$ cat src/rtl/finish_responder.sv
// finish_responder: responder end of the cosim end-of-simulation handshake.
// It latches a finish request and its exit code, waits a fixed number of drain
// cycles, and then acknowledges with a 4-phase handshake. It reports done, the
// exit code and the cycle on which the request was accepted. A watchdog ends
// the run with a timeout status if no request arrives in time.

module finish_responder #(
   parameter int unsigned DRAIN_CYCLES   = 4,
   parameter int unsigned TIMEOUT_CYCLES = 1000,
   parameter int unsigned CODE_WIDTH     = 8,
   parameter int unsigned CNT_WIDTH      = 32,
   parameter bit          CALL_FINISH    = 1'b0
) (
   input  logic                  clk,
   input  logic                  reset_n,
   input  logic                  finish_req,
   input  logic [CODE_WIDTH-1:0] finish_code,
   output logic                  finish_ack,
   output logic                  done,
   output logic                  timed_out,
   output logic [CODE_WIDTH-1:0] exit_code,
   output logic [CNT_WIDTH-1:0]  cycle_count,
   output logic [CNT_WIDTH-1:0]  finish_cycle
);

   // The drain counter only needs to hold DRAIN_CYCLES. It keeps one bit even
   // when draining is disabled, so the declaration stays legal.
   localparam int unsigned DRAIN_W = (DRAIN_CYCLES < 2) ? 1 : $clog2(DRAIN_CYCLES + 1);

   localparam logic [DRAIN_W-1:0]    DRAIN_LOAD  = DRAIN_W'(DRAIN_CYCLES);
   localparam logic [DRAIN_W-1:0]    DRAIN_LAST  = DRAIN_W'(1);
   localparam logic [CNT_WIDTH-1:0]  TIMEOUT_VAL = CNT_WIDTH'(TIMEOUT_CYCLES);
   localparam logic [CNT_WIDTH-1:0]  CNT_MAX     = '1;
   localparam logic [CODE_WIDTH-1:0] CODE_ONES   = '1;
   localparam bit                    WATCHDOG_EN = (TIMEOUT_CYCLES != 0);
   localparam bit                    NO_DRAIN    = (DRAIN_CYCLES == 0);

   // Controller states
   localparam logic [1:0] ST_IDLE  = 2'd0;
   localparam logic [1:0] ST_DRAIN = 2'd1;
   localparam logic [1:0] ST_ACK   = 2'd2;
   localparam logic [1:0] ST_DONE  = 2'd3;

   // A watchdog limit that the cycle counter can never reach is a configuration error
   if ((64'(TIMEOUT_CYCLES) >> CNT_WIDTH) != 64'd0) begin : g_timeout_width_check
      $error("finish_responder: TIMEOUT_CYCLES does not fit in CNT_WIDTH bits");
   end

   logic [1:0]            state_q,        state_d;
   logic [DRAIN_W-1:0]    drain_cnt_q,    drain_cnt_d;
   logic                  finish_ack_q,   finish_ack_d;
   logic                  done_q,         done_d;
   logic                  timed_out_q,    timed_out_d;
   logic [CODE_WIDTH-1:0] exit_code_q,    exit_code_d;
   logic [CNT_WIDTH-1:0]  cycle_count_q,  cycle_count_d;
   logic [CNT_WIDTH-1:0]  finish_cycle_q, finish_cycle_d;

   // Free-running cycle counter: saturates at all-ones and freezes once finished
   always_comb begin
      cycle_count_d = cycle_count_q;
      if ((state_q != ST_DONE) && (cycle_count_q != CNT_MAX)) begin
         cycle_count_d = cycle_count_q + CNT_WIDTH'(1);
      end
   end

   // Handshake controller: request capture, drain countdown, 4-phase ack, watchdog
   always_comb begin
      state_d        = state_q;
      drain_cnt_d    = drain_cnt_q;
      finish_ack_d   = finish_ack_q;
      done_d         = done_q;
      timed_out_d    = timed_out_q;
      exit_code_d    = exit_code_q;
      finish_cycle_d = finish_cycle_q;

      case (state_q)
         ST_IDLE: begin
            // A request beats a watchdog expiry on the same edge
            if (finish_req) begin
               exit_code_d    = finish_code;
               finish_cycle_d = cycle_count_q;
               if (NO_DRAIN) begin
                  finish_ack_d = 1'b1;
                  state_d      = ST_ACK;
               end else begin
                  drain_cnt_d = DRAIN_LOAD;
                  state_d     = ST_DRAIN;
               end
            end else if (WATCHDOG_EN && (cycle_count_q == TIMEOUT_VAL)) begin
               done_d         = 1'b1;
               timed_out_d    = 1'b1;
               exit_code_d    = CODE_ONES;
               finish_cycle_d = cycle_count_q;
               state_d        = ST_DONE;
            end
         end

         ST_DRAIN: begin
            // The request is already latched, so req and code are not looked at here
            drain_cnt_d = drain_cnt_q - DRAIN_W'(1);
            if (drain_cnt_q == DRAIN_LAST) begin
               finish_ack_d = 1'b1;
               state_d      = ST_ACK;
            end
         end

         ST_ACK: begin
            // Hold the ack until the initiator withdraws its request
            if (!finish_req) begin
               finish_ack_d = 1'b0;
               done_d       = 1'b1;
               state_d      = ST_DONE;
            end
         end

         default: begin
            // Terminal: everything holds until reset
            state_d = ST_DONE;
         end
      endcase
   end

   // State registers; a low reset_n clears everything and overrides all else
   always_ff @(posedge clk) begin
      if (!reset_n) begin
         state_q        <= ST_IDLE;
         drain_cnt_q    <= '0;
         finish_ack_q   <= 1'b0;
         done_q         <= 1'b0;
         timed_out_q    <= 1'b0;
         exit_code_q    <= '0;
         cycle_count_q  <= '0;
         finish_cycle_q <= '0;
      end else begin
         state_q        <= state_d;
         drain_cnt_q    <= drain_cnt_d;
         finish_ack_q   <= finish_ack_d;
         done_q         <= done_d;
         timed_out_q    <= timed_out_d;
         exit_code_q    <= exit_code_d;
         cycle_count_q  <= cycle_count_d;
         finish_cycle_q <= finish_cycle_d;
      end
   end

   assign finish_ack   = finish_ack_q;
   assign done         = done_q;
   assign timed_out    = timed_out_q;
   assign exit_code    = exit_code_q;
   assign cycle_count  = cycle_count_q;
   assign finish_cycle = finish_cycle_q;

`ifndef SYNTHESIS
   // Sanity properties: ack and done never coexist, and a timeout implies done
   property p_ack_excludes_done;
      @(posedge clk) disable iff (!reset_n) finish_ack_q |-> !done_q;
   endproperty
   property p_timeout_implies_done;
      @(posedge clk) disable iff (!reset_n) timed_out_q |-> done_q;
   endproperty
   a_ack_excludes_done:    assert property (p_ack_excludes_done);
   a_timeout_implies_done: assert property (p_timeout_implies_done);

   if (CALL_FINISH) begin : g_call_finish
      // Stop the simulation on the edge that enters DONE
      always_ff @(posedge clk) begin
         if (reset_n && (state_q != ST_DONE) && (state_d == ST_DONE)) begin
            $display("Finishing simulation... exit_code=0x%0h timed_out=%0b",
                     exit_code_d, timed_out_d);
            $finish;
         end
      end
   end
`endif

endmodule

$ cat config.mk
export PLATFORM = sky130hd
export DESIGN_NAME = finish_responder
export DESIGN_NICKNAME = d
export VERILOG_FILES = /design/src/rtl/finish_responder.sv
export SDC_FILE = /design/constraint.sdc
export NUM_CORES = 1
export LEC_CHECK = 0
export CORE_ASPECT_RATIO = 1.1
export CORE_MARGIN = 5
export CORE_UTILIZATION = 50
export DETAILED_ROUTE_END_ITERATION = 7
export PLACE_DENSITY_LB_ADDON = 0.3
export SYNTH_ARGS = -nofsm -noshare
export SYNTH_HDL_FRONTEND = slang
export SYNTH_SLANG_ARGS = --single-unit
$ cat constraint.sdc
create_clock -name clk -period 2.3 [get_ports clk]
set_input_delay 0.23 -clock clk [delete_from_list [all_inputs] [get_ports clk]]
set_output_delay 0.23 -clock clk [all_outputs]
set_load 0.05 [all_outputs]
==> results of run 1 <==
## cells in the final DEF, fill, tap and decap left out, types with 9 or more instances in the layout
| master | instances |
|---|---|
| o21ai_0 | 15 |
| clkdlybuf4s50_1 | 84 |
| inv_1 | 9 |
| mux2i_1 | 35 |
| buf_4 | 14 |
| nor3_1 | 9 |
| nand3_1 | 16 |
| or4_1 | 9 |
| nand2_1 | 78 |
| dfxtp_1 | 77 |
| nor2_1 | 22 |
| a21oi_1 | 23 |
| clkbuf_8 | 11 |
## layout make-up
| cell class | count | area (um2) | share of cell area |
|---|---|---|---|
| Timing Repair Buffer | 101 | 991.0 | 0.2051 |
| Clock inverter | 4 | 52.55 | 0.01088 |
| Clock buffer | 12 | 155.1 | 0.03211 |
| Inverter | 9 | 33.78 | 0.006991 |
| Multi-Input combinational cell | 300 | 1888 | 0.3907 |
| Tap cell | 85 | 106.4 | 0.02201 |
| Sequential cell | 80 | 1605 | 0.3322 |
## how the worst max path moves through the flow
stage,startpoint,end,slack (ns),depth (start not counted)
floorplan,cycle_count[12],cycle_count[26],0.003,6
global placement,cycle_count[0],cycle_count[23],0.22,6
detailed placement,cycle_count[1],cycle_count[26],0.18,6
CTS,cycle_count[1],cycle_count[26],0.15,6
global route,cycle_count[1],cycle_count[9],0.02,7
finish,cycle_count[0],cycle_count[23],0.15,6
## through the flow
step / cell area, um2 / utilization
finish: 4832 / 0.6857
global route: 4832 / 0.6857
CTS: 4827 / 0.6850
detailed placement: 4619 / 0.6555
global placement: 4619 / 0.6555
floorplan: 3654 / -
## sequential cells by signal, indices dropped and copies added, names as in the netlist
register / flops
state_q: 2
timed_out: 1
exit_code: 8
cycle_count: 32
finish_ack: 1
drain_cnt_q: 3
finish_cycle: 32
done: 1
## routing by layer
| layer | track usage | up-vias |
|---|---|---|
| met1 | 0.2578 | 1614 |
| met3 | 0.05446 | 6 |
| met5 | 0 | - |
| li1 | - | 1654 |
| met4 | 0.07336 | 0 |
| met2 | 0.3388 | 97 |
## worst max-delay path, cell delays in order (launching register included)
cell	delay [ns]
dfxtp_2	0.35
ha_1	0.22
and3_1	0.21
and4_1	0.21
a31o_2	0.32
or4b_2	0.62
a21oi_1	0.15
## logic make-up after synthesis
| family | share of synthesized area |
|---|---|
| AO/OA/AOI/OAI | 0.1217 |
| AND/OR/NAND/NOR | 0.2619 |
| flip-flops | 0.4388 |
| XOR/XNOR | 0.01920 |
| buffers and inverters | 0.04559 |
| adder cells (fa/ha/maj) | 0.01371 |
| multiplexers | 0.09908 |
## report_power, final
group          switching, mW  leakage (nW)  total [mW]  internal [mW]
Combinational          0.187         0.899       0.310          0.124
Sequential            0.0248         0.649        1.44           1.41
Clock                  0.499        0.0948        1.06          0.561
==> metrics.md, run 1 <==
| Metric | Value |
|---|---|
| First-pass GRT wire length | `15.53 mm` |
| Worst Skew | `about 0.009 ns` |
| Detailed Route Iter0 Violations | `197` |
| Clock slew at reported path FFs | `0.08 ns` |
| DIE AREA | `between 9000 and 10000 um2` |
| Top cell type's share of synthesized area | `0.4388` |
| Pre-CTS setup slack | `around 0.18 ns` |
| Total power draw | `roughly 2.8 mW` |
| Endpoint class of the critical path | `register` |
| RSZ-0062 raised after global routing | `false` |
| Total core area | `7047 um2` |
| Critical path peak fanout | `13` |
| Post-DP HPWL | `6.505 mm` |
| Maxcap violations | `0` |
| Count of final hold-check violations | `0` |
| Clock sinks | `80` |
| Kind of critical path | `reg -> reg` |
| Fin Hold WS | `0.4035 ns` |
| Seq/Total Area, Yosys | `0.4388` |
| # DRC | `0` |
| Status | `completed` |
| Worst VDD drop | `roughly 0.43 mV` |
| Share of layout cells above drive strength 1 | `0.1107` |
| Final std cells w/o fill | `591` |
| Top Metal Used | `met4` |
| First drt pass iteration count | `4` |
| Synthesis warning total | `0` |
| Grt total ovfl | `0` |
| Die Y | `99.61 um` |
| Synth unique cells | `46` |
| Ys flop type | `dfxtp_1` |
| Fillers | `557` |
| Crit Reg-Reg Endpoint | `cycle_count[23]` |
| Yosys reg bits | `80` |
| Post-Route WL | `9.176 mm` |
| Mapped Avg Cell Area | `8.731 um2` |
| Required @ worst endpoint | `2.58 ns` |
| Hold Path Origin | `reset_n` |
| Fmax | `465.4 MHz` |
| Slack of the critical path | `around 0.15 ns` |
| Async set or reset register ratio after synthesis | `0` |
| Diodes inserted | `0` |
| Yosys top cell by area | `dfxtp_1` |
| Final setup viols | `0` |
| Mapped Area | `3650 um2` |
| WL/cell | `15.53 um` |
| Reg2reg setup slack | `0.15 ns` |
| Placed insts | `575` |
| Area delta synth->final | `32.40%` |
| # resized after CTS | `0` |
| Largest net degree at the start of global routing | `50` |
| Port Buffers | `85` |
| Register-to-Register Path Depth | `6` |
| Post-CTS setup buffers | `0` |
| Clock Tree Root | `clkbuf_8` |
| Crit path time final | `approximately 2.1 ns` |
| Hold Path Cell Cnt | `3` |
| RePlAce Congestion | `0.8437` |
| DR vias | `between 3000 and 4000` |
| # nets final | `516` |
| Mapped Cells | `418` |
| PD cells | `around 580 nW/um2` |
| ANT nets after route | `0` |
| Worst skew pair latency | `about 0.35 ns` |
| Syn nets | `~430` |
| I/O Pins | `86` |
| WL met2 | `4.544 mm` |
| Max Slew Vio Count | `0` |
| Pleak | `1.643 nW` |
| Drt via density | `5.704` |
| Clock buffer depth | `2` |
| Worst-margin pin slew | `about 0.53 ns` |
| Hold-fix buffers, CTS | `0` |
| All-Layer GR Usage | `0.2054` |
| WP data arrival | `2.43 ns` |
| Min-delay worst type | `in -> reg` |
| Initial antenna violation count | `0` |
| H-Tree Level Count | `3` |
| Metal3 WL | `569 um` |
| Tcrit/Tclk final | `0.9343` |
| CP Launch Type | `register` |
| Top-count cell post-synth | `dfxtp_1` |
| Initial core utilization | `0.5179` |
| Setup TNS | `0 ns` |
| CTS tree | `yes` |
| Worst rel slew slack | `0.6468` |
| Cells taking the most area after synthesis | `dfxtp_1, mux2i_1, nand2_1` |
| Die span in x | `91.46 um` |
| Hold endpoint | `state_q[0]` |
| Rows | `32` |
| Num CTS Buffers | `9` |
| Met1 WL | `3.962 mm` |
| Vias in the first global route | `around 3200` |
| Reg2reg start | `cycle_count[0]` |
| EDFF count, synth | `0` |
| Top cells by count, synth | `dfxtp_1, nand2_1, mux2i_1` |
(Power assumes the default switching activity.)
==> run 2, diff against run 1 <==
CORE_UTILIZATION = 54   (was 50)
clock period = 2.55 ns   (was 2.3 ns; I/O delays follow)
==> run 2 against run 1 <==
  * Hold slack improved by 0.023 ns
  * Critical path type unchanged
  * Register-to-register slack improved by 0.14 ns
  * Setup slack improved by 0.14 ns
  * Global-route usage increased by 1.4 points
  * Clock-buffer cell count decreased by 3
  * Critical path depth increased by 1
  * Combinational power decreased by 11%
  * Clock skew increased by 0.0019 ns
==> metrics.md, run 2 (synthesis gave the netlist of run 1 again) <==
| Metric | Value |
|---|---|
| First drt pass iteration count | `4` |
| Total core area | `6594 um2` |
| Tcrit/Tclk final | `0.8867` |
| Fmax | `442.3 MHz` |
| Worst skew pair latency | `0.36 ns` |
| CTS tree | `yes` |
| WP data arrival | `2.55 ns` |
| Reg2reg start | `cycle_count[0]` |
| Rows | `31` |
| CP Launch Type | `register` |
| Share of layout cells above drive strength 1 | `0.09400` |
| # nets final | `510` |
| Clock power frac | `0.370` |
| Gate power share | `0.110` |
| DIE AREA | `around 8500 um2` |
| Crit Reg-Reg Endpoint | `cycle_count[9]` |
| Setup TNS | `0 ns` |
| Status | `completed` |
| Register Area | `1602 um2` |
| I/O Pins | `86` |
| Clock Tree Root | `clkbuf_8` |
| Fillers | `between 500 and 600` |
| Top Metal Used | `met4` |
| Reg2reg setup slack | `0.29 ns` |
| Sw Ratio | `0.2649` |
| # DRC | `0` |
| Initial core utilization | `0.5535` |
| Post-Route WL | `9.012 mm` |
| Max Slew Vio Count | `0` |
| Detailed Route Iter0 Violations | `197` |
| Crit path time final | `about 2.3 ns` |
| Metal3 WL | `approximately 540 um` |
| Hold endpoint | `cycle_count[27]` |
| H-Tree Level Count | `3` |
| Die span in x | `about 88 um` |
| Worst VDD drop | `0.5676 mV` |
| All-Layer GR Usage | `0.2196` |
| P_sw | `0.6605 mW` |
| Post-CTS setup buffers | `0` |
| RePlAce Congestion | `0.8187` |
| Largest net degree at the start of global routing | `81` |
| Kind of critical path | `reg -> reg` |
| Flop pwr share | `0.520` |
| Die Y | `96.23 um` |
| Area delta synth->final | `30.17%` |
| # resized after CTS | `0` |
| Endpoint class of the critical path | `register` |
| Worst rel slew slack | `0.4983` |
| Worst Skew | `0.01078 ns` |
| Vias in the first global route | `3238` |
| First-pass GRT wire length | `14.81 mm` |
| Most frequent cells in the layout | `clkdlybuf4s50_1, dfxtp_1, nand2_1, mux2i_1, a21oi_1` |
| Critical path peak fanout | `23` |
| Port Buffers | `85` |
| WL met2 | `about 4.4 mm` |
| Num CTS Buffers | `9` |
| Maxcap violations | `0` |
| Grt total ovfl | `0` |
| Met1 WL | `slightly below 4 mm` |
| Count of final hold-check violations | `0` |
| Pleak | `1.605 nW` |
| Clock slew at reported path FFs | `~0.080 ns` |
| Hold Path Origin | `reset_n` |
| Placed Area | `4554 um2` |
| Final setup viols | `0` |
| Register-to-Register Path Depth | `7` |
| Hold-fix buffers, CTS | `0` |
| Post-DP HPWL | `6.103 mm` |
| Diodes inserted | `0` |
| RSZ-0062 raised after global routing | `false` |
| Final Cell Area | `4751 um2` |
| Min-delay worst type | `in -> reg` |
| Most common cell after layout, fill and taps aside | `clkdlybuf4s50_1` |
| Worst-margin pin slew | `0.7525 ns` |
| DR vias | `3330` |
| Clock sinks | `80` |
| Required @ worst endpoint | `2.84 ns` |
| Drt via density | `5.722` |
| ANT nets after route | `0` |
| WL/cell | `15.48 um` |
| Hold Path Cell Cnt | `4` |
| Clock buffer depth | `2` |
| Initial antenna violation count | `0` |
| PD cells | `524.8 nW/um2` |
| Internal power | `between 1.5 and 2 mW` |
| Multi-input logic area | `about 1900 um2` |
-- run 2: routing by layer --
metal  vias to the layer above  global-route usage
met1                      1576              0.2623
met5                         -                   0
met4                         0              0.1033
met3                        15             0.04880
met2                        92              0.3722
li1                       1647                   -
-- run 2: critical path: stages (launching register included) --
cell and delay, ns:
dfxtp_1 0.37, ha_1 0.25, and3_1 0.22, and4_1 0.21
a31o_2 0.36, buf_4 0.24, or4_1 0.41, a21oi_1 0.15
-- run 2: final cells by class --
cell class / instances / share of cell area
clock inverters: 7 / 0.01528
flip-flops and latches: 80 / 0.3371
inverters: 9 / 0.007111
multi-input cells: 300 / 0.3964
repair buffers: 95 / 0.1965
clock buffers: 9 / 0.02607
well taps: 82 / 0.02160
-- run 2: stage by stage --
stage | setup slack (ns) | util | hold slack, ns | power (mW) | std cells
2_1_floorplan | 0.1466 | - | 0.4352 | 1.515 | 418
3_3_place_gp | 0.3963 | 0.6907 | 0.4351 | 1.594 | 566
6_report | 0.2890 | 0.7205 | 0.4261 | 2.493 | 582
3_5_place_dp | 0.3409 | 0.6907 | 0.4369 | 1.602 | 566
4_1_cts | 0.3042 | 0.7205 | 0.4245 | 2.510 | 582
5_1_grt | 0.1818 | 0.7205 | 0.4496 | 2.582 | 582
-- run 2: how the worst max path moves through the flow --
stage	end	from	cells after the start
finish	cycle_count[9]	cycle_count[0]	7
floorplan	cycle_count[26]	cycle_count[1]	7
global route	cycle_count[9]	cycle_count[0]	7
CTS	cycle_count[9]	cycle_count[0]	7
global placement	cycle_count[23]	cycle_count[0]	6
detailed placement	cycle_count[9]	cycle_count[0]	7
-- run 2: power by group through the flow --
stage	registers, mW	clock network, mW	logic (mW)
after floorplan	1.39	0	0.127
after global placement	1.32	0	0.270
after detailed placement	1.33	0	0.277
after CTS	1.30	0.936	0.277
after global routing	1.30	0.988	0.293
final	1.30	0.922	0.275
==> run 3, diff against run 2 <==
CORE_UTILIZATION = 40   (was 54)
==> run 3 against run 2 <==
  * Utilization shrank 18 points
  * Non-clock buffer count up 1
  * Setup slack worse by 0.032 ns
  * Via count decreased by 0.36%
  * Die area is 31% higher
  * Clock power up 9.5%
  * Final cell count grew 5.7%
  * Cell area is 1.4% higher
  * Flip-flop and latch count unchanged
  * Register-to-register slack got worse by 0.03 ns
  * Critical path depth did not move
  * Largest cell class unchanged
==> metrics.md, run 3 (synthesis gave the netlist of run 1 again) <==
| Metric | Value |
|---|---|
| Vias in the first global route | `roughly 3200` |
| Worst Skew | `0.008008 ns` |
| Fillers | `834` |
| Total core area | `8874 um2` |
| Post-DP HPWL | `6.406 mm` |
| Crit Reg-Reg Endpoint | `cycle_count[6]` |
| Grt total ovfl | `0` |
| Clock Tree Root | `clkbuf_8` |
| Diodes inserted | `0` |
| RePlAce Congestion | `just over 0.8` |
| Sw Ratio | `0.2394` |
| Kind of critical path | `reg -> reg` |
| Reg2reg setup slack | `0.26 ns` |
| Most common cell after layout, fill and taps aside | `clkdlybuf4s50_1` |
| Flop pwr share | `0.504` |
| Most frequent cells in the layout | `clkdlybuf4s50_1, dfxtp_1, nand2_1, mux2i_1, a21oi_1` |
| # nets final | `511` |
| Initial core utilization | `0.4113` |
| Reg2reg start | `cycle_count[1]` |
| Clock power frac | `0.391` |
| Final std cells w/o fill | `615` |
| First-pass GRT wire length | `14.78 mm` |
| CTS tree | `yes` |
| Max Slew Vio Count | `0` |
| Hold Path Origin | `reset_n` |
| Required @ worst endpoint | `2.82 ns` |
| Initial antenna violation count | `0` |
| Maxcap violations | `0` |
| Placed insts | `599` |
| # resized after CTS | `0` |
| Hold Path Cell Cnt | `3` |
| PD cells | `534.8 nW/um2` |
| Port Buffers | `85` |
| Drt via density | `5.395` |
| Critical path peak fanout | `23` |
| Detailed Route Iter0 Violations | `roughly 180` |
| DR vias | `3318` |
| All-Layer GR Usage | `0.1630` |
| First drt pass iteration count | `4` |
| Worst rel slew slack | `0.5022` |
| CP Launch Type | `register` |
| Clock sinks | `80` |
| Area delta synth->final | `31.95%` |
| Slack of the critical path | `0.2568 ns` |
| Total power draw | `about 2.6 mW` |
| Pre-CTS setup slack | `0.3153 ns` |
| Gate power share | `0.105` |
| Count of final hold-check violations | `0` |
| Clock buffer depth | `2` |
| Hold-fix buffers, CTS | `0` |
| Num CTS Buffers | `9` |
| Clock slew at reported path FFs | `0.08 ns` |
| I/O Pins | `86` |
| Fmax | `436.1 MHz` |
| Post-Route WL | `approximately 9 mm` |
| Placed Area | `about 4600 um2` |
| Pleak | `1.624 nW` |
| Setup TNS | `0 ns` |
| Worst skew pair latency | `0.35 ns` |
| Final setup viols | `0` |
| RSZ-0062 raised after global routing | `false` |
| Share of layout cells above drive strength 1 | `0.08982` |
| Rows | `36` |
| Tcrit/Tclk final | `0.8993` |
| Min-delay worst type | `in -> reg` |
| # DRC | `0` |
| Die Y | `approximately 110 um` |
| P_sw | `0.6165 mW` |
| Die span in x | `101.1 um` |
| Internal power | `approximately 2.0 mW` |
| Final Cell Area | `4816 um2` |
| Status | `completed` |
| Worst VDD drop | `0.3189 mV` |
| Endpoint class of the critical path | `register` |
| DIE AREA | `11140 um2` |
| Register-to-Register Path Depth | `7` |
| Largest net degree at the start of global routing | `around 80` |
| Post-CTS setup buffers | `0` |
| Hold endpoint | `finish_ack` |
| WL/cell | `approximately 15 um` |
| Crit path time final | `roughly 2.3 ns` |
| WP data arrival | `2.56 ns` |
| H-Tree Level Count | `3` |
| Worst-margin pin slew | `0.7468 ns` |
| ANT nets after route | `0` |
run 3: cell types whose count changed in the layout (fill, tap and decap cells not counted), sizes merged:
cell | previous run | this run
clkinvlp | 2 | 0
clkinv | 4 | 1
bufinv | 1 | 2
clkbuf | 9 | 13
buf | 11 | 12
run 3: layer usage:
| layer | global-route usage | wire length [um] | vias to the layer above |
|---|---|---|---|
| li1 | - | - | 1651 |
| met1 | 0.2047 | 4095 | 1574 |
| met2 | 0.2701 | 4265 | 81 |
| met3 | 0.04091 | 461 | 12 |
| met4 | 0.05983 | 127 | 0 |
| met5 | 0 | 0 | - |
run 3: worst max-delay path: stages, from the launching register on:
cell and delay (ns):
dfxtp_1 0.37, ha_1 0.25, and3_1 0.23, and4_1 0.22
a31o_2 0.35, buf_4 0.24, or4_1 0.40, a21oi_1 0.16
run 3: final cells by class:
| class | instances | area [um2] | share of cell area |
|---|---|---|---|
| flip-flops and latches | 80 | 1602 | 0.3326 |
| multi-input cells | 300 | 1883 | 0.3910 |
| clock buffers | 13 | 148.9 | 0.03092 |
| repair buffers | 96 | 940.9 | 0.1954 |
| well taps | 114 | 142.6 | 0.02962 |
| inverters | 9 | 33.78 | 0.007015 |
| clock inverters | 3 | 65.06 | 0.01351 |
run 3: how the worst max path moves through the flow:
stage	from	to	slack (ns)	depth (start not counted)
2_1_floorplan	cycle_count[1]	cycle_count[26]	0.15	7
3_3_place_gp	cycle_count[0]	cycle_count[23]	0.38	6
3_5_place_dp	cycle_count[1]	cycle_count[23]	0.32	6
4_1_cts	cycle_count[1]	cycle_count[6]	0.28	7
5_1_grt	cycle_count[1]	cycle_count[26]	0.11	6
6_report	cycle_count[1]	cycle_count[6]	0.26	7
run 3: metrics by stage:
stage	hold slack [ns]	utilization
2_1_floorplan	0.4352	-
3_3_place_gp	0.4361	0.5186
3_5_place_dp	0.4436	0.5186
4_1_cts	0.4006	0.5427
5_1_grt	0.4537	0.5427
6_report	0.4105	0.5427
run 3: power groups by stage:
| stage | logic (mW) | clock network, mW | registers [mW] |
|---|---|---|---|
| after floorplan | 0.127 | 0 | 1.39 |
| after detailed placement | 0.274 | 0 | 1.33 |
| after CTS | 0.275 | 1.05 | 1.30 |
| after global placement | 0.269 | 0 | 1.33 |
| after global routing | 0.291 | 1.09 | 1.30 |
| final | 0.270 | 1.01 | 1.30 |
